--- config.mk ---
export PLATFORM = sky130hd
export DESIGN_NAME = param_bank
export DESIGN_NICKNAME = d
export VERILOG_FILES = /design/src/rtl/wos_param_pkg.sv /design/src/rtl/param_slot.sv /design/src/rtl/param_bank.sv
export SDC_FILE = /design/constraint.sdc
export NUM_CORES = 1
export LEC_CHECK = 0
export BUFFER_PORTS_ARGS = -buffer_cell sky130_fd_sc_hd__clkbuf_2
export CORE_MARGIN = 3
export CORE_UTILIZATION = 53
export CTS_BUF_LIST = sky130_fd_sc_hd__clkbuf_16
export CTS_CLUSTER_SIZE = 20
export DETAILED_ROUTE_END_ITERATION = 10
export GPL_TIMING_DRIVEN = 0
export HOLD_SLACK_MARGIN = 0.03
export PLACE_DENSITY = 0.78
export SLEW_MARGIN = 0
export SYNTH_ARGS = -nofsm -noshare
export SYNTH_HDL_FRONTEND = slang
export SYNTH_SLANG_ARGS = --single-unit
--- constraint.sdc ---
create_clock -name clk -period 1.5 [get_ports clk]
set_input_delay 0.3 -clock clk [delete_from_list [all_inputs] [get_ports clk]]
set_output_delay 0.3 -clock clk [all_outputs]
set_load 0.005 [all_outputs]
--- src/rtl/wos_param_pkg.sv ---
// Shared definitions for the filter parameter bank: register indices, FSM states, default width.
package wos_param_pkg;
  localparam int DATA_W_DEF = 8;

  localparam int P_N = 0;
  localparam int P_H = 1;
  localparam int P_W = 2;
  localparam int P_R = 3;

  typedef enum logic {
    IDLE    = 1'b0,
    PENDING = 1'b1
  } state_e;
endpackage

--- src/rtl/param_slot.sv ---
// One shadow/active register pair. The shadow is host-written; active loads the shadow on apply.
// PARAM_READBACK_EN exposes the shadow value for host readback.
module param_slot #(
  parameter int DATA_W = 8
) (
  input  logic              clk,
  input  logic              rst_n,
  input  logic              we,
  input  logic [DATA_W-1:0] din,
  input  logic              apply,
`ifdef PARAM_READBACK_EN
  output logic [DATA_W-1:0] shadow,
`endif
  output logic [DATA_W-1:0] active
);
  logic [DATA_W-1:0] shadow_q, shadow_d;
  logic [DATA_W-1:0] active_q, active_d;

  // Apply samples the pre-write shadow, so a same-edge write waits for the next commit.
  always_comb begin
    shadow_d = we    ? din      : shadow_q;
    active_d = apply ? shadow_q : active_q;
  end

  always_ff @(posedge clk or negedge rst_n) begin
    if (!rst_n) begin
      shadow_q <= '0;
      active_q <= '0;
    end else begin
      shadow_q <= shadow_d;
      active_q <= active_d;
    end
  end

`ifdef PARAM_READBACK_EN
  assign shadow = shadow_q;
`endif
  assign active = active_q;
endmodule

--- src/rtl/param_bank.sv ---
// Filter parameter bank: host-written shadow registers, committed to the active copy only while
// the filter is idle. Optional shadow readback port under PARAM_READBACK_EN.
module param_bank import wos_param_pkg::*; #(
  parameter int DATA_W     = DATA_W_DEF,
  parameter int NUM_PARAMS = 4,
  parameter int SEL_W      = 3,
  parameter int GEN_W      = 4
) (
  input  logic                         clk,
  input  logic                         rst_n,
  input  logic                         w_en,
  input  logic [SEL_W-1:0]             sel,
  input  logic [DATA_W-1:0]            in,
  input  logic                         commit_req,
  input  logic                         filt_busy,
  input  logic                         err_clr,
`ifdef PARAM_READBACK_EN
  input  logic [SEL_W-1:0]             rd_sel,
  output logic [DATA_W-1:0]            rd_data,
`endif
  output logic [NUM_PARAMS*DATA_W-1:0] params,
  output logic                         pending,
  output logic                         commit_ack,
  output logic [GEN_W-1:0]             cfg_gen,
  output logic                         addr_err
);
  localparam logic [SEL_W:0] NP = (SEL_W+1)'(NUM_PARAMS);

  state_e             state_q, state_d;
  logic               pending_q, pending_d;
  logic               ack_q, ack_d;
  logic [GEN_W-1:0]   gen_q, gen_d;
  logic               err_q, err_d;
  logic               apply;
  logic               bad_wr;

  logic [NUM_PARAMS-1:0][DATA_W-1:0] active_w;
`ifdef PARAM_READBACK_EN
  logic [NUM_PARAMS-1:0][DATA_W-1:0] shadow_w;
  logic [DATA_W-1:0]                 rd_data_q, rd_data_d;
`endif

  always_comb begin
    apply   = (state_q == PENDING) && !filt_busy;
    bad_wr  = w_en && ({1'b0, sel} >= NP);
    state_d = state_q;
    case (state_q)
      IDLE:    if (commit_req) state_d = PENDING;
      PENDING: if (!filt_busy) state_d = IDLE;
      default: state_d = IDLE;
    endcase
    pending_d = (state_d == PENDING);
    ack_d     = apply;
    gen_d     = apply ? gen_q + GEN_W'(1) : gen_q;
    // A new bad write beats a same-cycle clear.
    err_d     = bad_wr ? 1'b1 : (err_clr ? 1'b0 : err_q);
  end

  always_ff @(posedge clk or negedge rst_n) begin
    if (!rst_n) begin
      state_q   <= IDLE;
      pending_q <= 1'b0;
      ack_q     <= 1'b0;
      gen_q     <= '0;
      err_q     <= 1'b0;
    end else begin
      state_q   <= state_d;
      pending_q <= pending_d;
      ack_q     <= ack_d;
      gen_q     <= gen_d;
      err_q     <= err_d;
    end
  end

  for (genvar i = 0; i < NUM_PARAMS; i++) begin : g_slot
    localparam logic [SEL_W-1:0] IDX = SEL_W'(i);
    param_slot #(.DATA_W(DATA_W)) u_slot (
      .clk    (clk),
      .rst_n  (rst_n),
      .we     (w_en && (sel == IDX)),
      .din    (in),
      .apply  (apply),
`ifdef PARAM_READBACK_EN
      .shadow (shadow_w[i]),
`endif
      .active (active_w[i])
    );
  end

`ifdef PARAM_READBACK_EN
  always_comb begin
    rd_data_d = '0;
    for (int i = 0; i < NUM_PARAMS; i++)
      if ({1'b0, rd_sel} == (SEL_W+1)'(i)) rd_data_d = shadow_w[i];
  end

  always_ff @(posedge clk or negedge rst_n) begin
    if (!rst_n) rd_data_q <= '0;
    else        rd_data_q <= rd_data_d;
  end

  assign rd_data = rd_data_q;
`endif

  assign params     = active_w;
  assign pending    = pending_q;
  assign commit_ack = ack_q;
  assign cfg_gen    = gen_q;
  assign addr_err   = err_q;
endmodule

==> summary.txt <==
STA
  • Tightest Pin Transition: 917 ps
  • Hold slack final: 132 ps
  • Setup Viol. Count Final: 0
  • Final period utilization: 94.7%
  • Final hold vios: 0
  • Final setup TNS: 0 ps
  • Clock Skew: 5.29 ps
  • Slew margin rel.: 38.9%
  • RSZ-0062 raised after global routing: no
  • Fin crit period: 1420 ps
  • Final worst slack: 79.1 ps
  • Fmax: 704 MHz
  • Slew Viols, Final: 0

Pwr
  • Maximum vdd drop: approximately 1 mV
  • Leakage: 1.56 nW
  • PD cells: 1750 nW/µm²

Global route
  • Initial antenna violation count: 0
  • Largest net degree at the start of global routing: between 70 and 80
  • Vias in the first global route: approximately 1600
  • First-pass GRT wire length: 8370 µm
  • Gr ovfl total: 0
  • Tot GR Track Use: 18.9%

Layout
  • Reg area: 1780 µm²
  • Share of cells above drive strength 1: 61.4%
  • Fin cells: about 300
  • Most frequent cells in the layout: dfrtp_1, mux2_2, clkbuf_2, clkbuf_16, inv_1
  • # fillers: 362
  • Nets: 241
  • Multi-input logic area: 860 µm²
  • Commonest non-fill, non-tap cell in the layout: dfrtp_1
  • ANT cells: 0
  • Layout area overhead: 23.3%

Routing
  • Routed wire length: 5050 µm
  • DRC viols: 0
  • First drt pass iteration count: 4
  • Via count: 1530
  • Via/cell ratio: between 5 and 6
  • WL per Instance: between 15 and 20 µm
  • Post-DRT Antenna Nets: 0
  • Detailed Route Iter0 Violations: 55

Yosys
  • Post-synth top area cell: dfrtp_1
  • Ys Warns: 0
  • Synth Register Bits: just over 70
  • Post-Syn Area: 2680 µm²
  • Seq/Total Area, Yosys: between 60% and 70%
  • Top cells by area, synth: dfrtp_1, mux2_2, nor4b_4, buf_4, nor4bb_1
  • Mapped Nets: about 180
  • Synth Instances: approximately 160
  • Synth top area share: between 60% and 70%
  • Synth cell types: 15
  • Syn Area/Cell: 17.1 µm²

Clock network
  • Clk pin slew, worst setup/hold paths: 50 ps
  • Cts bufs inserted: 9
  • Clock latency on the worst-skew pair: 320 ps
  • Post-CTS Setup Bufs: 0
  • CTS tree: yes
  • Root Driver: clkbuf_16
  • Sink Count: 71
  • Clk buf depth: 2
  • Hold-fix buffers, CTS: 0
  • H-tree lvl count: 3

Place
  • Placed Cells: 279
  • Pre-CTS setup slack: -111 ps
  • I/O Buffers: 55
  • Routability Congestion: just over 0.7
  • Hpwl dp: 3580 µm

Critical path
  • Arr. time, crit path: 1620 ps
  • CP Capture Type: register
  • CP required: 1700 ps
  • Worst-path maximum fanout: 10
  • Worst setup SP type: register
  • Crit Path Class: reg -> reg

Worst hold path
  • Hold Path Class: in -> async

Run
  • Max-cap violations: 0

Die
  • Die width: 77.1 µm
  • Top Ports: 56
  • Die height: 77.1 µm
  • Row count: 25
  • Starting Density: 55.6%
  • Core area: between 4000 and 5000 µm²
  • Die ar.: around 5900 µm²

Run status
  • Status: completed
synth_stat cells, drive strengths merged:
library cell	n
buf	6
dfrtp	71
ha	1
inv	1
mux2	66
nand2	2
nand4	1
nand4b	1
nor2b	1
nor4b	1
nor4bb	2
o21ai	1
xnor2	2
xor2	1
worst paths after layout:
path                                   startpoint                                endpoint  slack (ps)  depth (start not counted)
setup / recovery                pending$_DFF_PN0_  g_slot[0].u_slot.active[6]$_DFFE_PN0P_          80                          4
hold / removal                              rst_n  g_slot[0].u_slot.active[6]$_DFFE_PN0P_         130                          1
setup reg to reg                pending$_DFF_PN0_  g_slot[0].u_slot.active[6]$_DFFE_PN0P_          80                          4
hold reg to reg            cfg_gen[3]$_DFFE_PN0P_                  cfg_gen[3]$_DFFE_PN0P_         470                          1
max in group asynchronous                   rst_n  g_slot[0].u_slot.active[3]$_DFFE_PN0P_         780                          1
min in group clk                          err_clr                    addr_err$_DFFE_PN0P_         170                          2
sequential cells by signal, summed over array words and instances (netlist names):
signal and count:
addr_err 1, cfg_gen 4, commit_ack 1, g_slot.u_slot.active 32, g_slot.u_slot.shadow_q 32, pending 1
timing repair:
item	CTS	global route
endpoints found under the setup margin	0	21
hold endpoints to repair	0	0
gates resized for setup	0	1
layer usage:
layer / share of wire (%) / up-vias / track usage (%)
met1: 41 / 789 / 23.0
met4: 2.0 / 0 / 10.1
met5: 0 / - / 0
li1: - / 693 / -
met3: 4.0 / 10 / 4.46
met2: 53 / 38 / 31.4
stage by stage:
step           total power, mW  utilization (%)  cell area, µm²
2_1_floorplan             3.38                -            2680
3_3_place_gp              3.90             63.0            3040
3_5_place_dp              4.02             63.1            3040
4_1_cts                   5.85             68.5            3300
5_1_grt                   6.07             68.5            3300
6_report                  5.78             68.5            3300
report_power, final:
group | leakage, nW | switching (mW) | internal (mW)
combinational | 0.570 | 0.446 | 0.707
sequential | 0.854 | 0.329 | 2.48
clock | 0.140 | 0.721 | 1.09
kinds of logic (layout without fill, tap and decap cells):
family	count (synthesis)	in the layout	synth area share, %
AO/OA/AOI/OAI	1	1	0.187
XOR/XNOR	3	3	0.981
adder cells (fa/ha/maj)	1	1	0.467
buffers and inverters	7	78	1.54
flip-flops	71	71	66.4
multiplexers	66	66	27.8
AND/OR/NAND/NOR	8	8	2.71
area by class of cell:
class                   instances  share of cell area [%]
flip-flops and latches         71                    53.8
well taps                      67                    2.54
multi-input cells              79                    26.0
clock buffers                   9                    6.82
plain buffers                   6                    1.21
inverters                       1                   0.114
clock inverters                 7                    1.02
repair buffers                 55                    8.42
worst max-delay path, stage by stage, from the launching register on:
cell and delay (ps):
dfrtp_1 360, nor2b_1 130, clkbuf_4 220, buf_4 230
mux2_2 360
(Power assumes the default switching activity.)
